`src/rtl/uart_pkg.sv`:
```
// Shared UART TX definitions: default FIFO depth, baud divisor width, byte type.
package uart_pkg;
   localparam int TX_FIFO_DEPTH = 16;
   localparam int BAUD_DIV_W    = 16;

   typedef logic [7:0] byte_t;
endpackage

```
`src/rtl/uart_baud_gen.sv`:
```
// Baud tick generator: one-clock baud_pulse every `divisor` clocks, idle when divisor is 0.
module uart_baud_gen
   import uart_pkg::*;
#(
   parameter int DIV_W = BAUD_DIV_W
) (
   input  logic             clk,
   input  logic             rst,
   input  logic [DIV_W-1:0] divisor,
   output logic             baud_pulse
);

   logic [DIV_W-1:0] cnt_q, cnt_d;
   logic             run_q, run_d;

   // run_q marks a loaded count, so a zero count right after reset is not mistaken for a tick.
   always_comb begin
      cnt_d = cnt_q;
      run_d = run_q;
      if (divisor == '0) begin
         cnt_d = '0;
         run_d = 1'b0;
      end else if (!run_q || (cnt_q == '0)) begin
         cnt_d = divisor - 1'b1;
         run_d = 1'b1;
      end else begin
         cnt_d = cnt_q - 1'b1;
      end
   end

   always_ff @(posedge clk) begin
      if (!rst) begin
         cnt_q <= '0;
         run_q <= 1'b0;
      end else begin
         cnt_q <= cnt_d;
         run_q <= run_d;
      end
   end

   assign baud_pulse = run_q && (cnt_q == '0);

endmodule

```
`src/rtl/uart_tx_ctrl.sv`:
```
// UART transmit control: baud generator plus TX byte queue feeding the TX core.
// Macro UART_TX_FIFO_EN selects a DEPTH-entry FIFO; otherwise a single holding register.
module uart_tx_ctrl
   import uart_pkg::*;
#(
   parameter int DEPTH = TX_FIFO_DEPTH,
   parameter int DIV_W = BAUD_DIV_W
) (
   input  logic                   clk,
   input  logic                   rst,
   input  logic [DIV_W-1:0]       divisor,
   input  logic                   fifo_en,
   input  logic                   tx_fifo_rst,
   input  logic                   wr_en,
   input  logic [7:0]             wr_data,
   input  logic                   pop,
   input  logic                   sreg_empty,
   output logic                   baud_pulse,
   output logic                   thre,
   output logic [7:0]             din,
   output logic                   temt,
   output logic [$clog2(DEPTH):0] tx_level,
   output logic                   wr_ovf
);

   localparam int PW = $clog2(DEPTH);
   localparam int LW = PW + 1;

   logic [LW-1:0] level_q, level_d, cap;
   logic          flush, do_pop, do_wr, ovf_d, ovf_q;
   byte_t         head;

   uart_baud_gen #(.DIV_W(DIV_W)) u_baud (
      .clk        (clk),
      .rst        (rst),
      .divisor    (divisor),
      .baud_pulse (baud_pulse)
   );

`ifdef UART_TX_FIFO_EN
   byte_t         mem_q [DEPTH];
   logic [PW-1:0] wptr_q, wptr_d, rptr_q, rptr_d;
   logic          fen_q;

   // A mode switch invalidates queued bytes, so it flushes like tx_fifo_rst.
   assign cap   = fifo_en ? LW'(DEPTH) : LW'(1);
   assign flush = tx_fifo_rst || (fifo_en != fen_q);
   assign head  = mem_q[rptr_q];

   always_comb begin
      wptr_d = wptr_q;
      rptr_d = rptr_q;
      if (flush) begin
         wptr_d = '0;
         rptr_d = '0;
      end else begin
         if (do_wr)  wptr_d = wptr_q + 1'b1;
         if (do_pop) rptr_d = rptr_q + 1'b1;
      end
   end

   always_ff @(posedge clk) begin
      if (!rst) begin
         wptr_q <= '0;
         rptr_q <= '0;
         fen_q  <= fifo_en;
      end else begin
         wptr_q <= wptr_d;
         rptr_q <= rptr_d;
         fen_q  <= fifo_en;
      end
   end

   always_ff @(posedge clk) begin
      if (do_wr) mem_q[wptr_q] <= wr_data;
   end
`else
   byte_t hold_q;
   logic  unused_fifo_en;

   assign unused_fifo_en = fifo_en;
   assign cap            = LW'(1);
   assign flush          = tx_fifo_rst;
   assign head           = hold_q;

   always_ff @(posedge clk) begin
      if (do_wr) hold_q <= wr_data;
   end
`endif

   // A pop in the same cycle frees the slot, so a write at capacity still lands.
   assign do_pop = pop && (level_q != '0) && !flush;
   assign do_wr  = wr_en && !flush && ((level_q < cap) || do_pop);
   assign ovf_d  = wr_en && !flush && !do_wr;

   always_comb begin
      level_d = level_q + LW'(do_wr) - LW'(do_pop);
      if (flush) level_d = '0;
   end

   always_ff @(posedge clk) begin
      if (!rst) begin
         level_q <= '0;
         ovf_q   <= 1'b0;
      end else begin
         level_q <= level_d;
         ovf_q   <= ovf_d;
      end
   end

   assign tx_level = level_q;
   assign thre     = (level_q == '0);
   assign din      = thre ? 8'h00 : head;
   assign temt     = thre && sreg_empty;
   assign wr_ovf   = ovf_q;

endmodule

```
`config.mk`:
```
export PLATFORM = sky130hd
export DESIGN_NAME = uart_tx_ctrl
export DESIGN_NICKNAME = d
export VERILOG_FILES = /design/src/rtl/uart_pkg.sv /design/src/rtl/uart_baud_gen.sv /design/src/rtl/uart_tx_ctrl.sv
export SDC_FILE = /design/constraint.sdc
export NUM_CORES = 1
export LEC_CHECK = 0
export BUFFER_PORTS_ARGS = -buffer_cell sky130_fd_sc_hd__buf_2
export CELL_PAD_IN_SITES_DETAIL_PLACEMENT = 0
export CELL_PAD_IN_SITES_GLOBAL_PLACEMENT = 1
export CORE_MARGIN = 2
export CORE_UTILIZATION = 43
export DETAILED_ROUTE_END_ITERATION = 16
export GPL_TIMING_DRIVEN = 0
export PLACE_DENSITY_LB_ADDON = 0.1
export SYNTH_ARGS = -nofsm -noshare
export SYNTH_HDL_FRONTEND = slang
export SYNTH_HIERARCHICAL = 1
export SYNTH_SLANG_ARGS = --single-unit
```
`constraint.sdc`:
```
create_clock -name clk -period 5.1 [get_ports clk]
set_clock_uncertainty 0.2 [all_clocks]
set_input_delay 0.765 -clock clk [delete_from_list [all_inputs] [get_ports clk]]
set_output_delay 0.765 -clock clk [all_outputs]
set_load 0.02 [all_outputs]
```
==> results of run 1 <==
==> registers in the layout, summed over array words and instances, names as in the netlist <==
signal        cells
head              8
u_baud/run_q      1
wr_ovf            1
u_baud/cnt_q     16
tx_level          5
==> placed cells by master (no fill, tap or decap), types with 7 or more instances in the layout <==
master	n
nor2_1	24
dfxtp_1	23
a211oi_1	10
inv_1	11
nor3_1	8
nand2_1	12
mux2i_1	7
xor2_1	7
ha_1	9
nor2b_1	11
buf_2	46
edfxtp_1	8
xnor2_1	13
==> cells by family after synthesis <==
group,Yosys count,share of synthesized area [%]
AO/OA/AOI/OAI,27,11.57
XOR/XNOR,20,9.103
adder cells (fa/ha/maj),10,6.892
buffers and inverters,17,4.031
flip-flops,31,36.41
multiplexers,7,3.641
AND/OR/NAND/NOR,93,28.35
==> layer usage <==
layer,global-route usage [%],routed length [um]
met1,23.64,1981
met2,26.48,1866
met3,4.843,214
met4,4.403,18
met5,0,0
==> worst paths after layout <==
path                        start                to  cells past startpoint  slack [ns]
setup / recovery  u_baud/cnt_q[3]  u_baud/cnt_q[14]                     12        1.34
hold reg to reg   u_baud/cnt_q[7]   u_baud/cnt_q[7]                      2        0.31
setup reg to reg  u_baud/cnt_q[3]  u_baud/cnt_q[14]                     12        1.34
hold / removal    u_baud/cnt_q[7]   u_baud/cnt_q[7]                      2        0.31
==> power groups by stage <==
stage | registers [mW] | logic, mW | clock network, mW
2_1_floorplan | 0.294 | 0.116 | 0
3_3_place_gp | 0.295 | 0.166 | 0
3_5_place_dp | 0.295 | 0.168 | 0
4_1_cts | 0.290 | 0.169 | 0.192
5_1_grt | 0.292 | 0.187 | 0.204
6_report | 0.290 | 0.167 | 0.185
==> worst max-delay path, delay by kind of cell (launching register included) <==
kind / cells / cell delay (ns)
AO/OA/AOI/OAI: 3 / 0.64
multiplexers: 1 / 0.21
AND/OR/NAND/NOR: 4 / 1.49
flip-flops: 1 / 0.34
adder cells (fa/ha/maj): 1 / 0.17
buffers and inverters: 3 / 0.64
==> metrics by stage <==
step	cell area [um^2]	cells	util, %
final	2301	311	53.21
after floorplan	1924	205	-
after detailed placement	2220	303	51.33
after global placement	2220	303	51.33
after CTS	2301	311	53.21
after global routing	2301	311	53.21
==> final cells by class <==
type                            instances  area, um^2  area share, %
Clock inverter                          1       5.005         0.2175
Clock buffer                            7       76.32          3.317
Timing Repair Buffer                   46       230.2          10.01
Buffer                                  6       36.28          1.577
Multi-Input combinational cell        157        1146          49.81
Sequential cell                        31       700.7          30.45
Tap cell                               52       65.06          2.828
Inverter                               11       41.29          1.794
==> run metrics, run 1 <==
net switching component of the power=0.1986 mW; Routed WL=~4.1 mm; drt pass-1 iters=4; relative max-transition margin=roughly 21%; worst-case vdd ir drop=between 100 and 150 uV; Syn Std Cell Area=around 1900 um^2; number of sinks handled by clock tree synthesis=31; Final ANT Viol Nets=0; clk slew on worst S/H paths=about 0.06 ns; Worst Setup Path Type=reg -> reg; overflow left after global routing=0; Die H=70.90 um; Syn Inst Count=between 200 and 250; top-level port count=between 40 and 50; fraction of registers with async set or reset after synthesis=0%; dominant cell type by count on the critical path=clkbuf_1; width of the die=70.90 um; final worst path period need=around 3.8 ns; largest area contributor in the netlist=dfxtp_1; first-iteration detailed-routing DRC count=100; wire length of the first global-routing pass=6.803 mm; GRT Overall Usage=between 15 and 20%; antenna cell count=0; post-synthesis sequential area ratio=36.41%; vias after detailed routing=roughly 1.6k; Static Leakage=about 0.98 nW; mean instance size in the synthesized netlist=9.387 um^2; Initial Utilization=around 45%; clock latency on the worst-skew pair=roughly 0.28 ns; Max clock buf depth=2; number of fill cells=between 400 and 500; hpwl dp=around 3.2 mm; combinational group share of total power=between 20% and 30%; Resized Gates After CTS=0; power per standard cell area=between 200 and 300 nW/um^2; floorplan die area=between 5000 and 6000 um^2; switching part of the total power=between 30 and 40%; internal power of the cells=between 0.4 and 0.5 mW; leading post-synthesis cells by instance count=24 x nor2_1, 23 x dfxtp_1, 13 x xnor2_1; Clock power frac=just under 30%; DRC violations left=0; TritonCTS clock tree=yes; Least-Margin Pin Slew=between 1 and 1.5 ns; number of global-route vias before repair=roughly 1.5k; Post-CTS Setup Inserts=0; total negative slack for setup checks=0 ns; status=finished, final reports clean; number of hold-repair buffers added at the cts stage=0; Port Buf Inserts=46; unrepaired setup endpoints after global routing=false; cells along the critical path=nor4_1 -> nand4_1 -> o21a_1 -> clkbuf_1 -> clkbuf_1 -> mux2i_1 -> ha_1 -> clkbuf_8 -> nand3_1 -> or4_4 -> a311oi_2 -> o21bai_2; number of synthesized flops with an enable pin=8; number of distinct library cells after synthesis=48; data required time of the worst path=just over 5 ns; number of register bits inferred by synthesis=31; Final GP Congestion=around 0.76; most frequent cell after synthesis=nor2_1; H-Tree Level Count=2; Worst setup SP type=flip-flop; placement row count=24; final setup violation count=0; largest fanout on the critical path=10; highest cell delay on the worst timing path=around 0.57 ns; type of the tightest min-delay check=reg -> reg; largest net degree at the start of global routing=11; max-slew violation count=0; count of nets after finishing=about 300; Synth top area share=a little under a quarter; layout cell share with drive strength beyond 1=between 20% and 30%; Maximum Capacitance Violations=0; Reg power frac=45.1%; top cells by area in the synthesized netlist=dfxtp_1 24%, edfxtp_1 12%, xnor2_1 5.9%; Data arrival, critical path=3.77 ns; number of antenna violations at the first check in global routing=0; P&R area growth vs syn=19.57%; TritonCTS buffer count=5; average wire length per cell after detail routing=between 10 and 15 um; Post-Syn Nets=between 200 and 250; Final Hold Slack=between 0.3 and 0.4 ns; Setup crit end kind=flip-flop; worst setup slack after placement=about 1.4 ns; detailed-route vias per instance=approximately 5.2; clock tree root driver cell=clkbuf_8; Ys Warns=6; post-route fraction of the period consumed by the critical path=about three quarters; Final Hold Vio Count=0; Final Total Pwr=roughly 0.64 mW; achievable clock frequency=265.9 MHz; Placeable Area=between 4000 and 5000 um^2; final setup margin=between 1 and 1.5 ns; Slowest cell on crit path=nor4_1; dominant synthesized flop cell=dfxtp_1
No activity file was read; power rests on OpenSTA's default activity.
==> run 2, diff against run 1 <==
--- a/config.mk
+++ b/config.mk
@@ -9,7 +9,7 @@
 export CELL_PAD_IN_SITES_DETAIL_PLACEMENT = 0
 export CELL_PAD_IN_SITES_GLOBAL_PLACEMENT = 1
 export CORE_MARGIN = 2
-export CORE_UTILIZATION = 43
+export CORE_UTILIZATION = 40
 export DETAILED_ROUTE_END_ITERATION = 16
 export GPL_TIMING_DRIVEN = 0
 export PLACE_DENSITY_LB_ADDON = 0.1
==> constraint.sdc (replaced) <==
create_clock -name clk -period 3.5 [get_ports clk]
set_clock_uncertainty 0.2 [all_clocks]
set_input_delay 0.525 -clock clk [delete_from_list [all_inputs] [get_ports clk]]
set_output_delay 0.525 -clock clk [all_outputs]
set_load 0.02 [all_outputs]
==> run 2 against run 1 <==
Net effect: via count fell by 1.8%; core utilization fell by 3.8 points; sequential power rose by 46%; sequential cell count did not move; cell area rose by 0.71%; critical path depth fell by 2; clock power rose by 46%; global-route usage fell by 1.1 points; worst setup slack got worse by 1.1 ns; combinational power rose by 46%; cell count did not move; non-clock buffer count fell by 2; critical endpoint unchanged; largest power group unchanged.
==> run metrics, run 2 (same netlist as run 1, synthesis figures left out) <==
switching part of the total power=about a third; post-route fraction of the period consumed by the critical path=93.56%; TritonCTS clock tree=yes; clock tree root driver cell=clkbuf_8; Static Leakage=0.9865 nW; largest register by flop count=u_baud/cnt_q; layout cell share with drive strength beyond 1=27.24%; Least-Margin Pin Slew=around 1.1 ns; drt pass-1 iters=4; Final ANT Viol Nets=0; P&R area growth vs syn=20.42%; Reg power frac=roughly 45%; Routed WL=between 3 and 4 mm; Largest register FFs=16; FF-to-FF End=u_baud/cnt_q[14]; largest net degree at the start of global routing=11; GRT Overall Usage=approximately 16%; unrepaired setup endpoints after global routing=false; first-iteration detailed-routing DRC count=54; top-level port count=48; final design instance area without fill=approximately 2300 um^2; status=finished, final reports clean; largest fanout on the critical path=16; max-slew violation count=0; most frequent cells in the layout=46 x buf_2, 24 x nor2_1, 23 x dfxtp_1; Port Buf Inserts=46; average wire length per cell after detail routing=~13 um; Final Hold Vio Count=0; Data arrival, critical path=3.29 ns; wire length of the first global-routing pass=between 6 and 7 mm; combinational group share of total power=about 26%; Final Total Pwr=roughly 0.94 mW; clk slew on worst S/H paths=~0.060 ns; internal power of the cells=roughly 0.64 mW; detailed-route vias per instance=between 5 and 6; hpwl dp=approximately 3 mm; number of antenna violations at the first check in global routing=0; TritonCTS buffer count=5; Worst setup SP type=flip-flop; Worst Hold Path Cells=1; placement row count=25; cells along the critical path=or4_4 -> or3_4 -> o21a_4 -> mux2i_1 -> ha_1 -> clkbuf_8 -> nand3_2 -> or4_4 -> a311oi_2 -> o21bai_2; Post-CTS Setup Inserts=0; worst setup slack after placement=-0.1931 ns; power per standard cell area=404.3 nW/um^2; hold_sp=wr_data[0]; Setup crit end kind=flip-flop; highest cell delay on the worst timing path=between 0.5 and 0.6 ns; dominant cell type by count on the critical path=or4_4; vias after detailed routing=1,578; width of the die=between 70 and 80 um; final worst path period need=3.275 ns; worst-case vdd ir drop=between 150 and 200 uV; number of sinks handled by clock tree synthesis=31; Finished Core Util=approximately half; data required time of the worst path=3.52 ns; H-Tree Level Count=2; floorplan die area=between 5000 and 6000 um^2; Maximum Capacitance Violations=0; antenna cell count=0; Clock power frac=28.9%; Final GP Congestion=between 0.7 and 0.8; source of the worst register-to-register timing path=u_baud/cnt_q[11]; Final Hold Slack=between 0.2 and 0.25 ns; Reg2Reg Setup Slack=0.23 ns; final setup violation count=0; Max clock buf depth=2; final setup margin=between 0.2 and 0.25 ns; count of nets after finishing=around 300; net switching component of the power=around 0.29 mW; R2R depth=10; type of the tightest min-delay check=in -> reg; overflow left after global routing=0; Initial Utilization=41.01%; achievable clock frequency=between 300 and 400 MHz; Placeable Area=4692 um^2; number of global-route vias before repair=around 1.4k; DRC violations left=0; Die H=between 70 and 80 um; capture endpoint of the worst hold path=head[0]; clock latency on the worst-skew pair=between 0.2 and 0.3 ns; Worst Setup Path Type=reg -> reg; relative max-transition margin=28.39%; standard cell area after detailed placement=~2200 um^2; Slowest cell on crit path=or4_4; most common library cell in the layout ignoring fill and taps=buf_2
==> run 2: cell types whose count changed in the layout (fill, tap and decap cells not counted), sizes merged <==
| cell | before | now |
|---|---|---|
| clkinv | 1 | 3 |
| clkbuf | 12 | 8 |
==> run 2: stage by stage <==
stage	TNS, ns	std cells
after floorplan	0	205
after global placement	-0.3491	305
after detailed placement	-0.2385	305
after CTS	0	312
after global routing	0	311
final	0	311
==> run 2: repair_timing <==
action,CTS,global route
setup endpoints to repair,2,1
resized for setup,4,2
hold buffers,0,0
==> run 2: final cells by class <==
cell class | count | area [um^2]
fillers | 463 | 2375
multi-input cells | 157 | 1165
flip-flops and latches | 31 | 700.7
repair buffers | 46 | 230.2
clock buffers | 5 | 68.82
well taps | 54 | 67.56
inverters | 11 | 41.29
plain buffers | 4 | 28.78
clock inverters | 3 | 15.01
==> run 2: critical path, delay by kind of cell, from the launching register on <==
family          cells  cell delay, ns
mux                 1            0.21
buf+inv             1            0.16
fa+ha+maj           1            0.19
simple gates        4            1.46
flops               1            0.32
compound gates      3            0.67
==> run 2: power groups by stage <==
stage          registers (mW)  clock network, mW  logic (mW)
6_report                0.423              0.271       0.243
5_1_grt                 0.427              0.302       0.273
3_5_place_dp            0.429                  0       0.243
4_1_cts                 0.423              0.282       0.245
2_1_floorplan           0.429                  0       0.169
3_3_place_gp            0.429                  0       0.243
==> run 2: worst max path at each step <==
stage | from | endpoint | slack (ns) | cells past startpoint
finish | u_baud/cnt_q[11] | u_baud/cnt_q[14] | 0.23 | 10
global route | u_baud/cnt_q[11] | u_baud/cnt_q[14] | 0.05 | 10
CTS | u_baud/cnt_q[11] | u_baud/cnt_q[14] | 0.02 | 11
detailed placement | u_baud/cnt_q[11] | u_baud/cnt_q[14] | -0.19 | 12
global placement | u_baud/cnt_q[3] | u_baud/cnt_q[14] | -0.25 | 12
floorplan | u_baud/cnt_q[11] | u_baud/cnt_q[14] | 0.11 | 12
==> run 2: metal layers <==
layer  track usage [%]  share of wire [%]  vias to the layer above
li1                  -                  -                      831
met1             20.88                 49                      694
met2             25.23                 42                       47
met3             3.841                6.4                        6
met4             7.273                2.0                        0
met5                 0                  0                        -
